[src/rtl/retire_trace_pkg.sv]
// retire_trace_pkg: shared definitions for the retire trace buffer.
//   - flag bit indices inside a trace record
//   - record field widths, total record widths (with and without next_pc)
//   - trace record layout and capture state encoding
// Optional feature macro: RETIRE_TRACE_NEXT_PC_EN (adds next_pc and the
// discontinuity flag to every record).
package retire_trace_pkg;

  localparam int FLAG_TRAP = 0;
  localparam int FLAG_HALT = 1;
  localparam int FLAG_DISC = 2;

  localparam int PC_W   = 32;
  localparam int INST_W = 32;
  localparam int RD_W   = 5;
  localparam int DATA_W = 32;

  localparam int FLAGS_W_BASE = 2;
  localparam int FLAGS_W_NPC  = 3;
  localparam int REC_W_BASE   = PC_W + INST_W + RD_W + DATA_W + FLAGS_W_BASE;
  localparam int REC_W_NPC    = PC_W + INST_W + RD_W + DATA_W + FLAGS_W_NPC + PC_W;

`ifdef RETIRE_TRACE_NEXT_PC_EN
  localparam int FLAGS_W = FLAGS_W_NPC;
  localparam int REC_W   = REC_W_NPC;
`else
  localparam int FLAGS_W = FLAGS_W_BASE;
  localparam int REC_W   = REC_W_BASE;
`endif

  typedef struct packed {
`ifdef RETIRE_TRACE_NEXT_PC_EN
    logic [PC_W-1:0]    next_pc;
`endif
    logic [FLAGS_W-1:0] flags;
    logic [DATA_W-1:0]  rd_wdata;
    logic [RD_W-1:0]    rd_waddr;
    logic [INST_W-1:0]  inst;
    logic [PC_W-1:0]    pc;
  } trace_rec_t;

  typedef enum logic [0:0] {
    RUN    = 1'b0,
    HALTED = 1'b1
  } state_e;

  // Writes to x0 carry no architectural data, so they are traced as zero.
  function automatic logic [DATA_W-1:0] mask_wdata(input logic [RD_W-1:0]   rd,
                                                   input logic [DATA_W-1:0] wdata);
    logic [DATA_W-1:0] res;
    if (rd == {RD_W{1'b0}}) begin
      res = {DATA_W{1'b0}};
    end else begin
      res = wdata;
    end
    return res;
  endfunction

endpackage

[src/rtl/trace_fifo.sv]
// trace_fifo: generic WIDTH x DEPTH synchronous FIFO.
// Ports:
//   i_clk, i_rst   clock / asynchronous active-high reset
//   i_push, i_wdata  write request and data (ignored when full unless popping)
//   i_pop          read request (ignored when empty)
//   o_rdata        head entry, indexed view of storage (stable until popped)
//   o_full, o_empty  occupancy status
// DEPTH must be a power of two (>= 2) so pointers wrap naturally.
module trace_fifo #(
  parameter int WIDTH = 8,
  parameter int DEPTH = 16
) (
  input  logic             i_clk,
  input  logic             i_rst,
  input  logic             i_push,
  input  logic [WIDTH-1:0] i_wdata,
  input  logic             i_pop,
  output logic [WIDTH-1:0] o_rdata,
  output logic             o_full,
  output logic             o_empty
);

  localparam int PW = $clog2(DEPTH);
  localparam int CW = $clog2(DEPTH) + 1;

  logic [WIDTH-1:0] mem_q [DEPTH];
  logic [PW-1:0]    wr_ptr_q, wr_ptr_d;
  logic [PW-1:0]    rd_ptr_q, rd_ptr_d;
  logic [CW-1:0]    count_q, count_d;
  logic             push_s, pop_s;

  assign o_full  = (count_q == CW'(DEPTH));
  assign o_empty = (count_q == {CW{1'b0}});
  assign pop_s   = i_pop && !o_empty;
  // A pop in the same cycle frees the slot, so a full FIFO can still accept.
  assign push_s  = i_push && (!o_full || pop_s);
  assign o_rdata = mem_q[rd_ptr_q];

  // Next-state for pointers and occupancy.
  always_comb begin
    wr_ptr_d = wr_ptr_q;
    rd_ptr_d = rd_ptr_q;
    count_d  = count_q;
    if (push_s) begin
      wr_ptr_d = wr_ptr_q + PW'(1);
    end else begin
      wr_ptr_d = wr_ptr_q;
    end
    if (pop_s) begin
      rd_ptr_d = rd_ptr_q + PW'(1);
    end else begin
      rd_ptr_d = rd_ptr_q;
    end
    case ({push_s, pop_s})
      2'b10:   count_d = count_q + CW'(1);
      2'b01:   count_d = count_q - CW'(1);
      default: count_d = count_q;
    endcase
  end

  // Pointer and occupancy registers.
  always_ff @(posedge i_clk or posedge i_rst) begin
    if (i_rst) begin
      wr_ptr_q <= {PW{1'b0}};
      rd_ptr_q <= {PW{1'b0}};
      count_q  <= {CW{1'b0}};
    end else begin
      wr_ptr_q <= wr_ptr_d;
      rd_ptr_q <= rd_ptr_d;
      count_q  <= count_d;
    end
  end

  // Storage write; contents need no reset since reads are gated by occupancy.
  always_ff @(posedge i_clk) begin
    if (push_s) begin
      mem_q[wr_ptr_q] <= i_wdata;
    end
  end

endmodule

[src/rtl/retire_trace_buffer.sv]
// retire_trace_buffer: captures one record per retired instruction into a
// FIFO and drains it over a valid/ready stream to a trace sink.
// Ports:
//   i_clk, i_rst            clock / asynchronous active-high reset
//   i_retire_*              hart retire interface (valid, pc, inst, rd, flags)
//   o_trace_valid/i_trace_ready  stream handshake for the head record
//   o_trace_*               head record fields (zero when no record is valid)
//   o_halted                a halt has retired; capture is frozen
//   o_overflow              sticky: at least one record was dropped
//   o_retired_count/o_drop_count  saturating accepted/dropped record counters
// Optional feature macro: RETIRE_TRACE_NEXT_PC_EN adds o_trace_next_pc and a
// discontinuity flag (o_trace_flags[2]).
module retire_trace_buffer
  import retire_trace_pkg::*;
#(
  parameter int DEPTH = 16,
  parameter int CNT_W = 32
) (
  input  logic               i_clk,
  input  logic               i_rst,
  input  logic               i_retire_valid,
  input  logic [31:0]        i_retire_inst,
  input  logic               i_retire_trap,
  input  logic               i_retire_halt,
  input  logic [31:0]        i_retire_pc,
  input  logic [31:0]        i_retire_next_pc,
  input  logic [4:0]         i_retire_rd_waddr,
  input  logic [31:0]        i_retire_rd_wdata,
  output logic               o_trace_valid,
  input  logic               i_trace_ready,
  output logic [31:0]        o_trace_pc,
  output logic [31:0]        o_trace_inst,
  output logic [4:0]         o_trace_rd_waddr,
  output logic [31:0]        o_trace_rd_wdata,
`ifdef RETIRE_TRACE_NEXT_PC_EN
  output logic [31:0]        o_trace_next_pc,
`endif
  output logic [FLAGS_W-1:0] o_trace_flags,
  output logic               o_halted,
  output logic               o_overflow,
  output logic [CNT_W-1:0]   o_retired_count,
  output logic [CNT_W-1:0]   o_drop_count
);

  state_e            state_q, state_d;
  logic [CNT_W-1:0]  retired_q, retired_d;
  logic [CNT_W-1:0]  drop_q, drop_d;
  logic              overflow_q, overflow_d;

  trace_rec_t        wr_rec_s, head_rec_s;
  logic              fifo_full_s, fifo_empty_s;
  logic              push_req_s, pop_s, accept_s, drop_s;

  assign push_req_s = i_retire_valid && (state_q == RUN);
  assign pop_s      = o_trace_valid && i_trace_ready;
  assign accept_s   = push_req_s && (!fifo_full_s || pop_s);
  assign drop_s     = push_req_s && fifo_full_s && !pop_s;

  // Pack the incoming retire into a record.
  always_comb begin
    wr_rec_s                  = '0;
    wr_rec_s.pc               = i_retire_pc;
    wr_rec_s.inst             = i_retire_inst;
    wr_rec_s.rd_waddr         = i_retire_rd_waddr;
    wr_rec_s.rd_wdata         = mask_wdata(i_retire_rd_waddr, i_retire_rd_wdata);
    wr_rec_s.flags[FLAG_TRAP] = i_retire_trap;
    wr_rec_s.flags[FLAG_HALT] = i_retire_halt;
`ifdef RETIRE_TRACE_NEXT_PC_EN
    wr_rec_s.next_pc          = i_retire_next_pc;
    wr_rec_s.flags[FLAG_DISC] = (i_retire_next_pc != (i_retire_pc + 32'd4));
`endif
  end

`ifndef RETIRE_TRACE_NEXT_PC_EN
  logic unused_next_pc_s;
  assign unused_next_pc_s = ^i_retire_next_pc;
`endif

  trace_fifo #(
    .WIDTH ($bits(trace_rec_t)),
    .DEPTH (DEPTH)
  ) u_fifo (
    .i_clk   (i_clk),
    .i_rst   (i_rst),
    .i_push  (accept_s),
    .i_wdata (wr_rec_s),
    .i_pop   (pop_s),
    .o_rdata (head_rec_s),
    .o_full  (fifo_full_s),
    .o_empty (fifo_empty_s)
  );

  assign o_trace_valid = !fifo_empty_s;

  // Unpack the head record; fields read as zero while nothing is buffered.
  always_comb begin
    o_trace_pc       = 32'd0;
    o_trace_inst     = 32'd0;
    o_trace_rd_waddr = 5'd0;
    o_trace_rd_wdata = 32'd0;
    o_trace_flags    = {FLAGS_W{1'b0}};
`ifdef RETIRE_TRACE_NEXT_PC_EN
    o_trace_next_pc  = 32'd0;
`endif
    if (o_trace_valid) begin
      o_trace_pc       = head_rec_s.pc;
      o_trace_inst     = head_rec_s.inst;
      o_trace_rd_waddr = head_rec_s.rd_waddr;
      o_trace_rd_wdata = head_rec_s.rd_wdata;
      o_trace_flags    = head_rec_s.flags;
`ifdef RETIRE_TRACE_NEXT_PC_EN
      o_trace_next_pc  = head_rec_s.next_pc;
`endif
    end else begin
      o_trace_pc       = 32'd0;
    end
  end

  // Capture state, counters and overflow next-state. A halt moves to HALTED
  // even when its own record is dropped.
  always_comb begin
    state_d    = state_q;
    retired_d  = retired_q;
    drop_d     = drop_q;
    overflow_d = overflow_q;
    case (state_q)
      RUN: begin
        if (push_req_s && i_retire_halt) begin
          state_d = HALTED;
        end else begin
          state_d = RUN;
        end
      end
      HALTED:  state_d = HALTED;
      default: state_d = RUN;
    endcase
    if (accept_s && (retired_q != {CNT_W{1'b1}})) begin
      retired_d = retired_q + CNT_W'(1);
    end else begin
      retired_d = retired_q;
    end
    if (drop_s) begin
      overflow_d = 1'b1;
      if (drop_q != {CNT_W{1'b1}}) begin
        drop_d = drop_q + CNT_W'(1);
      end else begin
        drop_d = drop_q;
      end
    end else begin
      drop_d = drop_q;
    end
  end

  // State, counter and overflow registers.
  always_ff @(posedge i_clk or posedge i_rst) begin
    if (i_rst) begin
      state_q    <= RUN;
      retired_q  <= {CNT_W{1'b0}};
      drop_q     <= {CNT_W{1'b0}};
      overflow_q <= 1'b0;
    end else begin
      state_q    <= state_d;
      retired_q  <= retired_d;
      drop_q     <= drop_d;
      overflow_q <= overflow_d;
    end
  end

  assign o_halted        = (state_q == HALTED);
  assign o_overflow      = overflow_q;
  assign o_retired_count = retired_q;
  assign o_drop_count    = drop_q;

endmodule

[config.mk]
export PLATFORM = sky130hd
export DESIGN_NAME = retire_trace_buffer
export DESIGN_NICKNAME = d
export VERILOG_FILES = /design/src/rtl/retire_trace_pkg.sv /design/src/rtl/trace_fifo.sv /design/src/rtl/retire_trace_buffer.sv
export SDC_FILE = /design/constraint.sdc
export NUM_CORES = 1
export LEC_CHECK = 0
export ABC_CLOCK_PERIOD_IN_PS = 21400
export CORE_UTILIZATION = 28
export CTS_CLUSTER_DIAMETER = 30
export DETAILED_ROUTE_END_ITERATION = 8
export REMOVE_ABC_BUFFERS = 1
export SKIP_CTS_REPAIR_TIMING = 1
export SLEW_MARGIN = 20
export SYNTH_ARGS = -nofsm -noshare
export SYNTH_HDL_FRONTEND = slang
export SYNTH_SLANG_ARGS = --single-unit
export TNS_END_PERCENT = 30
[constraint.sdc]
create_clock -name i_clk -period 21.4 [get_ports i_clk]
set_input_delay 2.14 -clock i_clk [delete_from_list [all_inputs] [get_ports i_clk]]
set_output_delay 2.14 -clock i_clk [all_outputs]
set_load 0.01 [all_outputs]
== Yosys cells after proc, flatten, opt, wreduce, memory -nomap -nowiden ==
Memory sizes are Yosys's and may differ from the RTL's.
Index checks and enable logic that the tools add are counted.
Storage, ports and cells
  memories: 1
  flip-flop bits (word level): 79
  bits in writable memories: 1648
Memory list
  u_fifo.mem_q: depth 16, bits a word 103, rd ports 1, clocked after Yosys merged registers in 0, write ports 1, line trace_fifo.sv:26  | logic [WIDTH-1:0] mem_q [DEPTH];
Operators by class
  bitwise operators: 1
  eq/ne operators: 5
  add/sub/neg operators: 6
  multiplexer cells: 11
  reductions and logical operators: 18
Operators with widths (count)
  $mux W32: 4
  $add A32 B1 Y32 const B: 2
  $ne A32 B32 Y1 const B: 2
  $logic_not A5 Y1: 2
  $pmux W5 S2: 1
  $logic_and A1 B1 Y1: 9
  $add A4 B1 Y4 const B: 2
  $add A5 B1 Y5 const B: 1
  $eq A5 B5 Y1 const B: 1
  $mux W5: 1
  $sub A5 B1 Y5 const B: 1
  $logic_not A1 Y1: 3
  $mux W1: 3
  $eq A2 B1 Y1 const B: 1
  $eq A2 B2 Y1 const B: 1
  $logic_or A1 B1 Y1: 2
  $mux W2: 1
  $pmux W1 S2: 1
  $reduce_and A2 Y1: 1
  $reduce_bool A2 Y1: 1
  $not A1 Y1: 1

== Logic depth before layout (Yosys ltp) ==
  depth in word-level cells: 8
  mapped depth: 14

== Cells and area by module ==
A second synthesis with hierarchy kept.
Unflattened totals
  cell total of the unflattened synthesis: 3068
  area total of the unflattened synthesis: 66466.2 um2
By module, submodules not included
  trace_fifo: instances 1, area each 62296.0 um2, cells an instance 2616
  retire_trace_buffer: instances 1, area each 4170.2 um2, cells an instance 452

== Worst setup path before layout ==
No wires, ideal clock.
  kind: input port to flip-flop
  start: input i_retire_valid
  end: memory u_fifo.mem_q[4][0] (netlist name) (enable)
  arrival: 10.671 ns
  stages on the path: 5
  library setup time: 0.712 ns
  slack: 10.016 ns
  data required time: 20.688 ns
  path through: nor2b_1 a21boi_1 clkbuf_1 nand2_1 nor3b_1
On the way
  cells in the longest elaborated chain, start to end: 5
Ends and longest elaborated chain
  from (decl): line retire_trace_buffer.sv:21  | input logic i_retire_valid,
  $logic_and A1 B1 Y1: line retire_trace_buffer.sv:54  | assign push_req_s = i_retire_valid && (state_q == RUN);
  $logic_and A1 B1 Y1: line retire_trace_buffer.sv:56  | assign accept_s = push_req_s && (!fifo_full_s || pop_s);
  $logic_and A1 B1 Y1: line trace_fifo.sv:36  | assign push_s = i_push && (!o_full || pop_s);
  $mux W1: line trace_fifo.sv:76  | if (push_s) begin
  $mux W1 (implied by the code): line trace_fifo.sv:77  | mem_q[wr_ptr_q] <= i_wdata;
  to (decl): line trace_fifo.sv:26
No other way between the ends.

== Final worst setup path ==
  start: register u_fifo.rd_ptr_q[0]
  end: output o_trace_inst[3]
On the way
  cells in the longest elaborated chain, start to end: 2
Ends and longest elaborated chain
  from (decl): line trace_fifo.sv:28  | logic [PW-1:0] rd_ptr_q, rd_ptr_d;
  from (signal assigned): line trace_fifo.sv:65  | rd_ptr_q <= {PW{1'b0}};
  from (signal assigned): line trace_fifo.sv:69  | rd_ptr_q <= rd_ptr_d;
  $mem_v2 Z16 W103
  $mux W32: line retire_trace_buffer.sv:105  | if (o_trace_valid) begin
  to (decl): line retire_trace_buffer.sv:32  | output logic [31:0] o_trace_inst,
No other way between the ends.

==> impl_metrics.json <==
{
  "antenna_found_initial": 29,
  "postRouteAntennaNets": 0,
  "final-hold-violation-count": 0,
  "nFillCells": 21400,
  "grt_max_degree": 111,
  "drv_slew": 0,
  "die_x_um": 490,
  "synth_cell_types": 50,
  "power_density_nw_per_um2": 141,
  "synthCells": 2821,
  "outcome": "completed",
  "multi_input_area_um2": 14500,
  "cpMostUsedCell": "buf_4",
  "path_cells": "buf_4 > buf_4 > buf_4 > mux4_2 > mux4_2 > and2_1 > clkdlybuf4s50_1",
  "synth_ff_type": "edfxtp_1",
  "routabilityCongestion": 0.726,
  "period_needed_ps": 8520,
  "drive_gt1_share_pct": 31.5,
  "fin_skew_ps": 93.8,
  "dieArea_um2": 240000,
  "yosysMostFrequentCell": "edfxtp_1",
  "insertion_delay_ps": 940,
  "syn_area_um2": 66600,
  "critPathRequiredTime_ps": 19260,
  "pin_count": 309,
  "rsz0062_at_grt": "false",
  "overflow": 0,
  "drt_iter0_drc": 2467,
  "dr.pass1.iters": 7,
  "area_growth_pct": 27.9,
  "port_buffers": 276,
  "critPathTopFamily": "buffers and inverters",
  "regArea_um2": 51500,
  "synth_seq_cells": 1727,
  "cp-start-kind": "register",
  "h-tree-depth": 5,
  "vias_per_cell": 4.65,
  "yosys.area.top_type_share_pct": 74.3,
  "drc": 0,
  "fmax_mhz": 117,
  "synth.largest_area_cell": "edfxtp_1",
  "core-area_um2": 236000,
  "yosysSeqAreaShare_pct": 77.3,
  "path_clk_slew_ps": 50,
  "dp.final_hpwl_mm": 83.6,
  "root_buffer": "clkbuf_16",
  "clkSinkCount": 1727,
  "fin_nets": 3522,
  "start_util_pct": 28.2,
  "worst_path_max_delay_cell": "dfrtp_4",
  "async_flop_share_pct": 4.57,
  "grt_pass1_vias": 34000,
  "fp.dieH_um": 490,
  "worstSetupPathType": "reg2out",
  "irDropWorstVdd_uv": 118,
  "path_max_fanout": 46,
  "grt_pass1_wl_mm": 238,
  "post-route-util_pct": 36.1,
  "critPathCaptureType": "output port",
  "finalSetupViolCount": 0,
  "numCtsBuffers": 357,
  "worstMarginPinSlew_ps": 1100,
  "slew_headroom_pct": 26.6,
  "arrival_ps": 6380,
  "maxCapViolCount": 0,
  "finalWirelength_mm": 166,
  "synth_common_cells": "edfxtp_1, mux4_2, and2_1",
  "wire_per_inst_um": 24.4,
  "fin_crit_sh_pct": 39.8,
  "rows": 178,
  "synth_area_leaders": "edfxtp_1, mux4_2, dfrtp_1",
  "slowest_delay_ps": 970,
  "synth_edf_count": 1648,
  "yosys_warnings": 0,
  "grt_use_total_pct": 13.8,
  "tritoncts": "done",
  "tns_ps": 0,
  "hold_class": "reg2reg",
  "worst-path-buf-inv": 4,
  "vias": 31600,
  "ctsLongestPathBuffers": 4,
  "fin_total_pwr_mw": 12.0,
  "p_leak_nw": 27.4,
  "syn_avg_cell_area_um2": 23.6
}
-- cell type report --
cell class                      count  share of cell area, %
Sequential cell                  1727                   60.4
Multi-Input combinational cell    938                   17.0
Clock buffer                      408                   10.8
Tap cell                         3150                   4.63
Timing Repair Buffer              335                   3.80
Clock inverter                    232                   3.20
Inverter                           13                 0.0573
Antenna cell                        4                 0.0118
-- flip-flops by register name (all words and copies together) (netlist names) --
signal	cells
o_drop_count	32
u_fifo.count_q	5
o_retired_count	32
u_fifo.rd_ptr_q	4
u_fifo.wr_ptr_q	4
u_fifo.mem_q	1648
o_halted	1
o_overflow	1
-- stage by stage --
step	std cells	worst slack, ps	instance area, um^2	hold WS [ps]
2_1_floorplan	2678	2310	66000	447
3_3_place_gp	6163	13480	73200	457
3_5_place_dp	6163	13500	73200	452
4_1_cts	6803	12540	85200	476
5_1_grt	6804	12280	85200	483
6_report	6807	12880	85200	478
-- cells by family (layout without fill, tap and decap cells) --
kind of cell / Yosys count / in the layout / share of synthesized area [%]
mux: 520 / 520 / 17.5
fa+ha+maj: 11 / 11 / 0.207
compound gates: 25 / 25 / 0.257
xor+xnor: 70 / 70 / 0.920
simple gates: 312 / 312 / 2.80
flops: 1727 / 1727 / 77.3
buf+inv: 156 / 988 / 1.06
other cells: 0 / 4 / 0
-- report_power, final --
part,switching (mW),leakage (nW),internal [mW]
clock,1.75,5.73,3.72
sequential,0.116,15.9,3.73
combinational,1.20,5.83,1.47
total,3.06,27.4,8.91
-- cells in the final DEF (no fill, tap or decap), types with 5 or more instances in the layout --
| cell | count |
|---|---|
| clkbuf_1 | 46 |
| and2_1 | 105 |
| and3_1 | 14 |
| clkinv_4 | 15 |
| o21ai_0 | 5 |
| bufinv_16 | 54 |
| nor4_1 | 9 |
| edfxtp_1 | 1648 |
| ha_1 | 11 |
| clkbuf_16 | 361 |
| clkinv_1 | 55 |
| nand2_1 | 33 |
| nor2b_1 | 36 |
| xor2_1 | 32 |
| xnor2_1 | 38 |
| inv_1 | 12 |
| dfrtp_1 | 75 |
| clkinvlp_4 | 39 |
| mux4_2 | 515 |
| nor3_1 | 9 |
| nand3_1 | 22 |
| inv_6 | 13 |
| nand4_1 | 24 |
| clkdlybuf4s50_1 | 276 |
| nor2_1 | 22 |
| buf_4 | 56 |
| clkinv_2 | 50 |
-- per-layer routing --
| metal | part of all wire [%] | track usage (%) | vias to the layer above | wire, um |
|---|---|---|---|---|
| li1 | - | - | 13200 | - |
| met1 | 43 | 18.0 | 17100 | 71000 |
| met2 | 48 | 22.1 | 1008 | 79600 |
| met3 | 7.0 | 3.98 | 316 | 11700 |
| met4 | 2.3 | 4.33 | 26 | 3820 |
| met5 | 0.096 | 0 | - | 159 |
-- worst paths after layout --
path,from,endpoint,cells past startpoint,slack (ps)
max,u_fifo.rd_ptr_q[0]$_DFFE_PP0P_,o_trace_inst[3],7,12880
min,o_overflow$_DFFE_PP0P_,o_overflow$_DFFE_PP0P_,1,480
max reg2reg,o_halted$_DFF_PP0_,u_fifo.mem_q[9][64]$_DFFE_PP_,8,17020
min reg2reg,o_overflow$_DFFE_PP0P_,o_overflow$_DFFE_PP0P_,1,480
max in group asynchronous,i_rst,u_fifo.rd_ptr_q[3]$_DFFE_PP0P_,3,18990
min in group asynchronous,i_rst,o_overflow$_DFFE_PP0P_,3,1830
Power figures use the tool's default switching activity.
